File: config.mk
export PLATFORM = sky130hd
export DESIGN_NAME = serial_tx_arbiter
export DESIGN_NICKNAME = d
export VERILOG_FILES = /design/src/rtl/serial_pkg.sv /design/src/rtl/serial_tx.sv /design/src/rtl/serial_tx_arbiter.sv
export SDC_FILE = /design/constraint.sdc
export NUM_CORES = 1
export LEC_CHECK = 0
export CORE_MARGIN = 5
export CORE_UTILIZATION = 50
export CTS_CLUSTER_DIAMETER = 100
export CTS_CLUSTER_SIZE = 8
export DETAILED_ROUTE_END_ITERATION = 12
export PLACE_DENSITY_LB_ADDON = 0.15
export SETUP_SLACK_MARGIN = 0.2
export SYNTH_ARGS = -nofsm -noshare
export SYNTH_HDL_FRONTEND = slang
export SYNTH_SLANG_ARGS = --single-unit
File: constraint.sdc
create_clock -name i_clk -period 4.3 [get_ports i_clk]
set_input_delay 0.43 -clock i_clk [delete_from_list [all_inputs] [get_ports i_clk]]
set_output_delay 0.43 -clock i_clk [all_outputs]
set_load 0.05 [all_outputs]
File: src/rtl/serial_pkg.sv
// serial_pkg: shared arbiter FSM encoding, requester-count limits and the
// one-hot winner-select helper used by serial_tx_arbiter.
package serial_pkg;

   localparam int unsigned NumReqMin = 2;
   localparam int unsigned NumReqMax = 8;

   typedef enum logic [1:0] {
      StIdle,
      StStart,
      StSend
   } arb_state_e;

   // One-hot of the first set bit of req, searching upward from ptr and wrapping
   // at n. With ptr = 0 this is fixed priority, bit 0 highest.
   function automatic logic [NumReqMax-1:0] pick_onehot(
      input logic [NumReqMax-1:0] req,
      input int unsigned          n,
      input int unsigned          ptr
   );
      logic [NumReqMax-1:0] grant;
      logic                 found;
      int unsigned          idx;
      grant = '0;
      found = 1'b0;
      for (int unsigned i = 0; i < NumReqMax; i++) begin
         if (i < n) begin
            idx = ptr + i;
            if (idx >= n) begin
               idx = idx - n;
            end
            if (!found && req[idx[2:0]]) begin
               grant[idx[2:0]] = 1'b1;
               found           = 1'b1;
            end
         end
      end
      return grant;
   endfunction

endpackage

File: src/rtl/serial_tx.sv
// serial_tx: 8N1 UART transmitter. A byte is accepted when i_wr is high while
// idle; o_busy stays high from the start bit through the end of the stop bit.
module serial_tx #(
   parameter int unsigned CLK_FREQ  = 48_000_000,
   parameter int unsigned BAUD_RATE = 115_200
) (
   input  logic       i_clk,
   input  logic       i_rst,
   input  logic       i_wr,
   input  logic [7:0] i_data,
   output logic       o_busy,
   output logic       o_tx
);

   localparam int unsigned ClksPerBit = CLK_FREQ / BAUD_RATE;
   localparam int unsigned CntW       = ($clog2(ClksPerBit) > 0) ? $clog2(ClksPerBit) : 1;

   logic [CntW-1:0] clk_cnt_q, clk_cnt_d;
   logic [3:0]      bit_cnt_q, bit_cnt_d;
   logic [9:0]      shift_q, shift_d;
   logic            busy_q, busy_d;

   // Next state: load a frame when idle, otherwise shift one bit per baud period.
   always_comb begin
      clk_cnt_d = clk_cnt_q;
      bit_cnt_d = bit_cnt_q;
      shift_d   = shift_q;
      busy_d    = busy_q;
      if (!busy_q) begin
         if (i_wr) begin
            shift_d   = {1'b1, i_data, 1'b0};
            busy_d    = 1'b1;
            clk_cnt_d = '0;
            bit_cnt_d = '0;
         end
      end else if (clk_cnt_q == CntW'(ClksPerBit - 1)) begin
         clk_cnt_d = '0;
         shift_d   = {1'b1, shift_q[9:1]};
         if (bit_cnt_q == 4'd9) begin
            busy_d = 1'b0;
         end else begin
            bit_cnt_d = bit_cnt_q + 4'd1;
         end
      end else begin
         clk_cnt_d = clk_cnt_q + 1'b1;
      end
   end

   // State registers; reset aborts any frame in progress.
   always_ff @(posedge i_clk or posedge i_rst) begin
      if (i_rst) begin
         clk_cnt_q <= '0;
         bit_cnt_q <= '0;
         shift_q   <= '1;
         busy_q    <= 1'b0;
      end else begin
         clk_cnt_q <= clk_cnt_d;
         bit_cnt_q <= bit_cnt_d;
         shift_q   <= shift_d;
         busy_q    <= busy_d;
      end
   end

   assign o_busy = busy_q;
   assign o_tx   = busy_q ? shift_q[0] : 1'b1;

endmodule

File: src/rtl/serial_tx_arbiter.sv
// serial_tx_arbiter: shares one serial_tx among NUM_REQ byte requesters.
// Define SERIAL_TX_ARB_RR_EN for round-robin arbitration; otherwise requester 0
// has fixed highest priority and no pointer register is built.
module serial_tx_arbiter
   import serial_pkg::*;
#(
   parameter int unsigned CLK_FREQ  = 48_000_000,
   parameter int unsigned BAUD_RATE = 115_200,
   parameter int unsigned NUM_REQ   = 4
) (
   input  logic                 i_clk,
   input  logic                 i_rst,
   input  logic [NUM_REQ-1:0]   i_wr,
   input  logic [8*NUM_REQ-1:0] i_data,
   output logic [NUM_REQ-1:0]   o_ack,
   output logic [NUM_REQ-1:0]   o_grant,
   output logic                 o_busy,
   output logic                 o_tx
);

   arb_state_e           state_q, state_d;
   logic [NUM_REQ-1:0]   grant_q, grant_d;
   logic [NUM_REQ-1:0]   ack_q, ack_d;
   logic [7:0]           byte_q, byte_d;
   logic                 tx_wr;
   logic                 tx_busy;

   logic [NumReqMax-1:0] win_ext;
   logic [2:0]           win_idx;
   logic [NUM_REQ-1:0]   win;
   logic [7:0]           sel_byte;
   int unsigned          ptr_start;

`ifdef SERIAL_TX_ARB_RR_EN
   localparam int unsigned PtrW = ($clog2(NUM_REQ) > 0) ? $clog2(NUM_REQ) : 1;
   logic [PtrW-1:0] ptr_q, ptr_d, ptr_nxt;
`endif

   // Winner select: one-hot from the package helper, then its byte and next pointer.
   always_comb begin
`ifdef SERIAL_TX_ARB_RR_EN
      ptr_start = int unsigned'(ptr_q);
      ptr_nxt   = '0;
`else
      ptr_start = 0;
`endif
      win_ext  = pick_onehot(NumReqMax'(i_wr), NUM_REQ, ptr_start);
      win_idx  = '0;
      for (int k = 0; k < NumReqMax; k++) begin
         if (win_ext[k]) begin
            win_idx = 3'(k);
         end
      end
      win      = '0;
      sel_byte = '0;
      for (int k = 0; k < NUM_REQ; k++) begin
         if (win_idx == 3'(k)) begin
            win[k]   = 1'b1;
            sel_byte = i_data[8*k +: 8];
`ifdef SERIAL_TX_ARB_RR_EN
            ptr_nxt  = (k == NUM_REQ - 1) ? '0 : PtrW'(k + 1);
`endif
         end
      end
   end

   // FSM next state: arbitrate in idle, hand byte to serial_tx, wait for frame end.
   always_comb begin
      state_d = state_q;
      grant_d = grant_q;
      ack_d   = '0;
      byte_d  = byte_q;
      tx_wr   = 1'b0;
`ifdef SERIAL_TX_ARB_RR_EN
      ptr_d   = ptr_q;
`endif
      unique case (state_q)
         StIdle: begin
            if ((|i_wr) && !tx_busy) begin
               state_d = StStart;
               grant_d = win;
               ack_d   = win;
               byte_d  = sel_byte;
`ifdef SERIAL_TX_ARB_RR_EN
               ptr_d   = ptr_nxt;
`endif
            end
         end
         StStart: begin
            tx_wr = 1'b1;
            if (tx_busy) begin
               state_d = StSend;
            end
         end
         StSend: begin
            if (!tx_busy) begin
               state_d = StIdle;
               grant_d = '0;
            end
         end
         default: state_d = StIdle;
      endcase
   end

   // State registers.
   always_ff @(posedge i_clk or posedge i_rst) begin
      if (i_rst) begin
         state_q <= StIdle;
         grant_q <= '0;
         ack_q   <= '0;
         byte_q  <= '0;
`ifdef SERIAL_TX_ARB_RR_EN
         ptr_q   <= '0;
`endif
      end else begin
         state_q <= state_d;
         grant_q <= grant_d;
         ack_q   <= ack_d;
         byte_q  <= byte_d;
`ifdef SERIAL_TX_ARB_RR_EN
         ptr_q   <= ptr_d;
`endif
      end
   end

   serial_tx #(
      .CLK_FREQ  (CLK_FREQ),
      .BAUD_RATE (BAUD_RATE)
   ) u_serial_tx (
      .i_clk  (i_clk),
      .i_rst  (i_rst),
      .i_wr   (tx_wr),
      .i_data (byte_q),
      .o_busy (tx_busy),
      .o_tx   (o_tx)
   );

   assign o_ack   = ack_q;
   assign o_grant = grant_q;
   assign o_busy  = (state_q != StIdle);

endmodule

== Yosys cells after proc, flatten, opt, wreduce, memory -nomap -nowiden ==
Index checks and enable logic that the tools add are counted.

* Register bits: 42
* Input bits: 38
* Output and inout port bits: 10
* Word-level logic and storage cells: 83

* Add/sub/neg operators: 2
* Equal/unequal tests: 12
* Mux-type cells: 42
* Reductions and logical operators: 19

{| class="wikitable"
|+ Operators by type and width
! cell !! count
|-
| 4-bit 2-to-1 mux || 8
|-
| 8-bit 2-to-1 mux || 4
|-
| 10-bit 2-to-1 mux || 3
|-
| 9-bit 2-to-1 mux || 3
|-
| 1-bit 2-to-1 mux || 17
|-
| 9-bit by 1-bit adder with 9-bit output, second input constant || 1
|-
| 9-bit == test, second input constant || 1
|-
| 3-bit AND reduction || 3
|-
| 2-bit inequality test, second input constant || 4
|-
| 4-bit one-hot mux with 2 select lines || 1
|-
| 3-bit by 2-bit == test with 1-bit output, second input constant || 2
|-
| 2-bit 2-to-1 mux || 3
|-
| 3-bit 2-to-1 mux || 2
|-
| 2-bit one-hot mux with 3 select lines || 1
|-
| 2-bit nonzero test || 3
|-
| 4-bit by 1-bit adder with 4-bit output, second input constant || 1
|-
| 4-bit == test, second input constant || 1
|-
| 1-bit logical AND || 4
|-
| 1-bit logical NOT || 4
|-
| 2-bit AND reduction || 2
|-
| 4-bit OR reduction || 1
|-
| 3-bit by 1-bit == test with 1-bit output, second input constant || 1
|-
| 3-bit logical NOT || 1
|-
| 2-bit by 1-bit == test with 1-bit output, second input constant || 1
|-
| 3 further kinds || 3
|}

== Logic depth before layout (Yosys ltp) ==
Gate-level depths: netlist (run 1).

* Word-level depth: 16
* Mapped depth: 7
* Depth with buffers taken out: 6

== Modules after synthesis ==
Synthesis (run 1) repeated with hierarchy kept, for this count alone.

* Cell total of the unflattened synthesis: 227
* Area, all modules: 2368.5 µm²

{| class="wikitable"
|+ Modules (own cells, without submodules)
! module !! instances !! cells an instance !! area an instance (µm²) !! seq. area each (µm²)
|-
| serial_tx || 1 || 125 || 1255.0 || 586.8
|-
| serial_tx_arbiter || 1 || 102 || 1113.6 || 450.4
|}

== Worst setup path after synthesis (run 1) ==
Ideal clock, no wire load.

* Path type: register to register
* Start: register u_serial_tx.clk_cnt_q[0]
* End: register u_serial_tx.shift_q[0]
* Setup time: 0.079 ns
* Data arrival time: 1.619 ns
* Required time: 4.221 ns
* Path slack: 2.602 ns
* Stages on the path, launching flop included: 7
* Clock period less this slack: 1.698 ns
* Cell sequence: dfrtp_1 > ha_1 > and4_1 > buf_4 > nand3_1 > mux2_1 > a22o_1

* Longest elaborated chain between the ends: 3

{| class="wikitable"
|+ RTL lines
! element !! RTL line !! source
|-
| start: declaration || serial_tx.sv:18 || <nowiki>logic [CntW-1:0] clk_cnt_q, clk_cnt_d;</nowiki>
|-
| start signal: assignment || serial_tx.sv:57 || <nowiki>clk_cnt_q <= clk_cnt_d;</nowiki>
|-
| 9-bit == test || serial_tx.sv:36 || <nowiki>end else if (clk_cnt_q == CntW'(ClksPerBit - 1)) begin</nowiki>
|-
| 2-bit inequality test (no line) || -- ||
|-
| 2-bit AND reduction (no line) || -- ||
|-
| end signal: assignment || serial_tx.sv:59 || <nowiki>shift_q <= shift_d;</nowiki>
|-
| end: declaration || serial_tx.sv:20 || <nowiki>logic [9:0] shift_q, shift_d;</nowiki>
|}

Every way passes these cells.
A chain may end at the register's enable or synchronous reset.

== Final worst setup path (run 1) ==
* Start: register u_serial_tx.busy_q (netlist: u_serial_tx.o_busy)
* End: output o_tx

* Longest elaborated chain between the ends: 1

{| class="wikitable"
|+ RTL lines
! element !! RTL line !! source
|-
| start: declaration || serial_tx.sv:21 || <nowiki>logic busy_q, busy_d;</nowiki>
|-
| start signal: assignment || serial_tx.sv:60 || <nowiki>busy_q <= busy_d;</nowiki>
|-
| 1-bit 2-to-1 mux || serial_tx.sv:65 || <nowiki>assign o_tx = busy_q ? shift_q[0] : 1'b1;</nowiki>
|-
| end: declaration || serial_tx_arbiter.sv:18 || <nowiki>output logic o_tx</nowiki>
|}

Every way passes these cells.

==> results.ini, run 1 <==
[worst_setup_path]
required_ns=3.87
critPathSlowestCell=clkdlybuf4s50_1
crit_arrival_ns=1.93
cp_max_fo=26
crit_type=reg -> out
r2r_start=u_serial_tx.o_busy$_DFF_PP0_
path_cells=buf_4 > nand2b_1 > clkdlybuf4s50_1
cp-startpoint=u_serial_tx.o_busy$_DFF_PP0_
end_kind=output port
worstSetupStartpointType=flop
cp_slowest_stage_delay_ns=0.79

[place]
dp_worst_setup_slack_ns=1.80
portBuffers=47
post-dp-hpwl_mm=3.55
routabilityCongestion=0.758
placed_area_um2=2700
dp.cells=316

[timing]
finClkSkew_ns=0.00786
whs_ns=0.519
tns_ns=0
hold_viol=0
final_max_slew_viol_count=0
worstMarginPinSlew_ns=1.09
grt_setup_unrepaired=false
setup_viol_count_final=0
min_period_ns=2.36
setup_slack_ns=1.94
fmax_mhz=424
period_share_pct=54.9
relSlewSlack_pct=27.5

[power_and_ir_drop]
power_density_nw_per_um2=248
sw_frac_of_total_pct=21.7
cellLeakagePower_nw=1.12
netSwitchingPower_w=0.000150
pwr-share-seq_pct=55.9
pwr-share-clk_pct=34.3
ir_drop_uv=112
p_int_w=0.000541
combPwrFrac_pct=9.8

[finish]
seqCellArea_um2=1040
multi_input_area_um2=1100
fillCellCount=385
area_growth_pct=25.0
layout.cells.non_filler=324
nNetsFinal=312
drive_above_1_share_pct=8.82
diodes=0
final_area_um2=2780

[clocking]
htree_levels=2
hold_buffers=0
post-cts-setup-buffers=0
clkTransAtPathRegs_ns=0.07
cts_tree=yes
cts_resized=0
clockBufferDepth=2
cts-buffers-inserted=5
cts_root_buf=clkbuf_8
clkLatencyLatePin_ns=0.29
cts_sinks=41

[status]
outcome=complete, no violations

[yosys]
synth_area_leaders=dfrtp_1, dfstp_2, nand2_1
synth_nets=271
synth_seq_cells=41
synth_top_area_cell=dfrtp_1
syn_area_um2=2220
syn_inst=230
synth.avg_cell_area_um2=9.67
synth_cell_types=48
synth_top_area_share_pct=36.0
yosysSeqAreaShare_pct=46.6
yosys_warnings=0

[flow_run]
drv_cap=0

[route]
via_per_inst=5.74
drt-total-wl_mm=4.76
first_pass_iters=4
antenna_left=0
wire_per_inst_um=14.7
num_vias=1861
first_iter_violations=77
route.detailed.drc=0

[hold_path]
min_path_type=reg -> reg
hp-start=o_grant[3]$_DFFE_PP0P_

[floorplanning]
fp.dieH_um=76.7
io_pins=48
rows=24
initial_utilization_pct=51.4
die-width_um=76.7
die_area_um2=5880
core_area_um2=4320

[grt]
use_met3_pct=5.39
grt_pass1_vias=1822
grt_pass1_wl_mm=8.19
grt_max_degree=31
met2_usage_pct=25.4
antenna_found_initial=0
top_usage_layer=met2
grt_overflow=0
met1_usage_pct=22.6
grt_util_all_layers_pct=16.7

worst max-delay path, delay by kind of cell (launching register included):
family	cells	cell delay [ns]
buffers and inverters	2	1.06
flip-flops	1	0.48
AND/OR/NAND/NOR	1	0.10
Yosys cell counts, drive strengths merged:
cell type	n
a21oi	14
nor3b	1
clkbuf	9
or2	1
a22oi	3
dfstp	9
nand3b	1
o311ai	6
nor2	16
nand2b	10
mux2i	4
nand3	6
xnor2	3
and3	3
o22ai	1
a32oi	1
a31oi	1
o31ai	1
o32a	7
a22o	5
nor3	6
o21a	8
buf	6
o21ai	16
nand4	2
mux2	3
and4	1
nor2b	4
and2	2
a211oi	1
dfrtp	32
a2111o	1
xor2	2
a221oi	7
a32o	1
or3	2
inv	3
ha	3
nand2	28
cell usage in the layout (no fill, tap or decap), types with 2 or more instances in the layout:
| cell type | instances |
|---|---|
| ha_1 | 3 |
| nor2b_1 | 4 |
| o21ai_0 | 15 |
| a22oi_1 | 3 |
| and2_1 | 2 |
| clkdlybuf4s50_1 | 47 |
| a22o_1 | 5 |
| nand3_1 | 6 |
| mux2i_1 | 4 |
| and3_1 | 3 |
| a221oi_1 | 7 |
| xor2_1 | 2 |
| nand2b_1 | 10 |
| inv_1 | 3 |
| mux2_2 | 2 |
| clkbuf_1 | 3 |
| o311ai_0 | 4 |
| nor2_1 | 15 |
| or3_1 | 2 |
| o32a_1 | 7 |
| clkbuf_8 | 5 |
| buf_4 | 2 |
| xnor2_1 | 3 |
| a21oi_1 | 13 |
| o311ai_1 | 2 |
| nor3_1 | 5 |
| nand2_1 | 28 |
| dfstp_2 | 9 |
| dfrtp_1 | 32 |
| o21a_1 | 8 |
through the flow:
stage,total power (W),utilization [%]
CTS,0.000698,64.3
finish,0.000690,64.3
global placement,0.000461,62.4
global route,0.000725,64.3
detailed placement,0.000461,62.4
floorplan,0.000418,-
state kept, by name (all words and copies together), names as in the netlist:
| signal | cells |
|---|---|
| o_grant | 4 |
| u_serial_tx.clk_cnt_q | 9 |
| state_q | 2 |
| o_ack | 4 |
| byte_q | 8 |
| u_serial_tx.bit_cnt_q | 4 |
| u_serial_tx.o_busy | 1 |
| u_serial_tx.shift_q | 9 |
routing by layer:
metal / up-vias / wire [um] / share of wire (%)
met5: - / 0 / 0
li1: 926 / - / -
met4: 0 / 60 / 1.3
met2: 44 / 2180 / 46
met1: 885 / 2180 / 46
met3: 6 / 339 / 7.1
worst paths after layout:
kind,slack (ns),cells after the start,to
max,1.94,3,o_tx
min,0.52,2,o_grant[3]$_DFFE_PP0P_
max reg2reg,2.34,4,u_serial_tx.shift_q[8]$_DFFE_PP1P_
min reg2reg,0.52,2,o_grant[3]$_DFFE_PP0P_
max in group asynchronous,2.75,3,u_serial_tx.shift_q[3]$_DFFE_PP1P_
min in group asynchronous,0.73,2,o_ack[3]$_DFF_PP0_
cell families (layout without fill, tap and decap cells):
kind of cell | after synthesis | count (layout) | share of synthesized area (%)
XOR/XNOR | 5 | 5 | 1.97
multiplexers | 7 | 7 | 3.32
AND/OR/NAND/NOR | 83 | 83 | 19.0
AO/OA/AOI/OAI | 73 | 73 | 23.5
flip-flops | 41 | 41 | 46.6
buffers and inverters | 18 | 60 | 3.99
adder cells (fa/ha/maj) | 3 | 3 | 1.69
final cells by class:
class / count / share of cell area, %
multi-input combinational: 171 / 39.6
inverter: 3 / 0.405
clock buffer: 8 / 2.88
sequential: 41 / 37.3
timing repair buffer: 49 / 17.5
tap: 52 / 2.34
power by group through the flow:
stage | Combinational (W) | Clock [W] | Sequential [W]
after detailed placement | 0.0000682 | 0 | 0.000393
after global routing | 0.0000750 | 0.000264 | 0.000386
after global placement | 0.0000677 | 0 | 0.000393
after CTS | 0.0000682 | 0.000244 | 0.000386
final | 0.0000675 | 0.000237 | 0.000386
after floorplan | 0.0000253 | 0 | 0.000393
No activity file was read; power rests on OpenSTA's default activity.
==> run 2: changes to the inputs <==
Clock period 4.3 ns to 2.25 ns, I/O delays scaled along.
==> run 2 against run 1 <==
Die area is the same. Global-route usage grew 1.5 points. Hold slack lost 0.16 ns. Register-to-register slack lost 1.9 ns. Clock power grew 89%. Clock skew shrank 0.0035 ns. Combinational power grew 99%. Critical path depth shrank 1.
==> results.ini, run 2 (synthesis results as in run 1) <==
[clocking]
cts_resized=0  ; unchanged
hold_buffers=0  ; unchanged
cts_tree=yes  ; unchanged
cts_root_buf=clkbuf_8  ; unchanged
cts-buffers-inserted=5  ; unchanged
post-cts-setup-buffers=0  ; unchanged
clkLatencyLatePin_ns=0.28  ; was 0.29 ns
clkTransAtPathRegs_ns=0.07  ; about the same
htree_levels=2  ; unchanged
cts_sinks=41  ; unchanged
clockBufferDepth=2  ; unchanged

[worst_setup_path]
worstSetupStartpointType=flop  ; unchanged
required_ns=2.03  ; was 3.87 ns
crit_type=reg -> out  ; unchanged
crit_arrival_ns=1.77  ; was 1.93 ns
path_cells=or2_2 > clkdlybuf4s50_1  ; was buf_4 > nand2b_1 > clkdlybuf4s50_1
cp-startpoint=state_q[1]$_DFFE_PP0P_  ; was u_serial_tx.o_busy$_DFF_PP0_
cp_max_fo=8  ; was 26
end_kind=output port  ; unchanged
critPathSlowestCell=clkdlybuf4s50_1  ; unchanged
r2r_start=u_serial_tx.clk_cnt_q[0]$_DFFE_PP0P_  ; was u_serial_tx.o_busy$_DFF_PP0_
cp_slowest_stage_delay_ns=0.70  ; was 0.79 ns

[finish]
final_common_cell=clkdlybuf4s50_1  ; unchanged
final_area_um2=2830  ; was 2780 um2
final_cell_mix=clkdlybuf4s50_1, dfrtp_1, nand2_1  ; unchanged
largestRegisters=u_serial_tx.clk_cnt_q x9, u_serial_tx.shift_q x9, byte_q x8  ; unchanged
diodes=0  ; unchanged
layout.cells.non_filler=331  ; was 324
area_growth_pct=27.2  ; was 25.0%
nNetsFinal=319  ; was 312
fin_util_pct=65.5  ; was 64.3%
fillCellCount=371  ; was 385
drive_above_1_share_pct=10.8  ; was 8.82%

[floorplanning]
io_pins=48  ; unchanged
rows=24  ; unchanged
fp.dieH_um=76.7  ; unchanged
initial_utilization_pct=51.4  ; unchanged
die_area_um2=5880  ; unchanged
core_area_um2=4320  ; unchanged
die-width_um=76.7  ; unchanged

[timing]
finClkSkew_ns=0.00440  ; was 0.00786 ns
tns_ns=0  ; unchanged
period_share_pct=88.6
hold_viol=0  ; unchanged
min_period_ns=1.99
final_max_slew_viol_count=0  ; unchanged
setup_slack_ns=0.257  ; was 1.94 ns
grt_setup_unrepaired=false  ; unchanged
fmax_mhz=502
relSlewSlack_pct=55.7  ; was 27.5%
setup_viol_count_final=0  ; unchanged
worstMarginPinSlew_ns=0.663  ; was 1.09 ns

[flow_run]
drv_cap=0  ; unchanged

[grt]
grt_max_degree=42  ; was 31
grt_overflow=0  ; unchanged
grt_pass1_wl_mm=8.94  ; was 8.19 mm
grt_pass1_vias=2033  ; was 1822
grt_util_all_layers_pct=18.1  ; was 16.7%
antenna_found_initial=0  ; unchanged

[route]
via_per_inst=5.88  ; was 5.74
first_iter_violations=96  ; was 77
first_pass_iters=4  ; unchanged
num_vias=1945  ; was 1861
antenna_left=0  ; unchanged
wire_per_inst_um=15.5  ; was 14.7 um
route.detailed.drc=0  ; unchanged
drt-total-wl_mm=5.12  ; was 4.76 mm

[place]
placed_area_um2=2750  ; was 2700 um2
post-dp-hpwl_mm=3.77  ; was 3.55 mm
routabilityCongestion=0.820  ; was 0.758
portBuffers=47  ; unchanged
dp_worst_setup_slack_ns=0.244  ; was 1.80 ns
dp.cells=323  ; was 316

[hold_path]
min_path_type=in -> async  ; was reg -> reg

[power_and_ir_drop]
ir_drop_uv=245  ; was 112 uV
power_density_nw_per_um2=466  ; was 248 nW/um2
cellLeakagePower_nw=1.15  ; was 1.12 nW

[status]
outcome=complete, no violations  ; unchanged

==> run 2: cell count changes in the layout (fill, tap and decap cells not counted), sizes merged <==
cell  change
buf       +7
==> run 2: routing by layer <==
layer  global-route usage, %  part of all wire, %  vias to the layer above  wire length [um]
met3                    4.33                  5.7                        5               291
met5                       0                    0                        -                 0
met2                    30.1                   49                       55              2500
li1                        -                    -                      939                 -
met1                    23.1                   45                      946              2290
met4                    5.94                 0.96                        0                49
==> run 2: path summary, 6_finish.rpt <==
kind                                                        end  slack (ns)  depth (start not counted)
setup / recovery                                         o_busy        0.26                          2
max in group asynchronous    u_serial_tx.shift_q[2]$_DFFE_PP1P_        1.51                          3
setup reg to reg             u_serial_tx.shift_q[8]$_DFFE_PP1P_        0.40                          5
hold / removal             u_serial_tx.bit_cnt_q[3]$_DFFE_PP0P_        0.36                          3
min in group i_clk                       o_grant[3]$_DFFE_PP0P_        0.51                          2
hold reg to reg                          o_grant[3]$_DFFE_PP0P_        0.51                          2
==> run 2: per-stage QoR <==
step | total power [W] | hold slack (ns)
2_1_floorplan | 0.000799 | 0.348
3_3_place_gp | 0.000884 | 0.492
3_5_place_dp | 0.000885 | 0.490
4_1_cts | 0.00133 | 0.379
5_1_grt | 0.00139 | 0.420
6_report | 0.00132 | 0.358
==> run 2: power by group <==
part / internal, W / switching [W]
Combinational: 0.0000779 / 0.0000560
Clock: 0.000220 / 0.000227
Sequential: 0.000737 / 0
==> run 2: cell type report <==
| class | count | area (um2) | area share, % |
|---|---|---|---|
| Clock buffer | 8 | 80.1 | 2.83 |
| Timing Repair Buffer | 56 | 538 | 19.0 |
| Multi-Input combinational cell | 171 | 1100 | 38.8 |
| Sequential cell | 41 | 1040 | 36.6 |
| Inverter | 3 | 11.3 | 0.398 |
| Tap cell | 52 | 65.1 | 2.30 |
==> run 2: critical path, delay by kind of cell (launching register included) <==
| family | cells | cell delay (ns) |
|---|---|---|
| DFF | 1 | 0.47 |
| buffers and inverters | 1 | 0.70 |
| and+or+nand+nor | 1 | 0.32 |
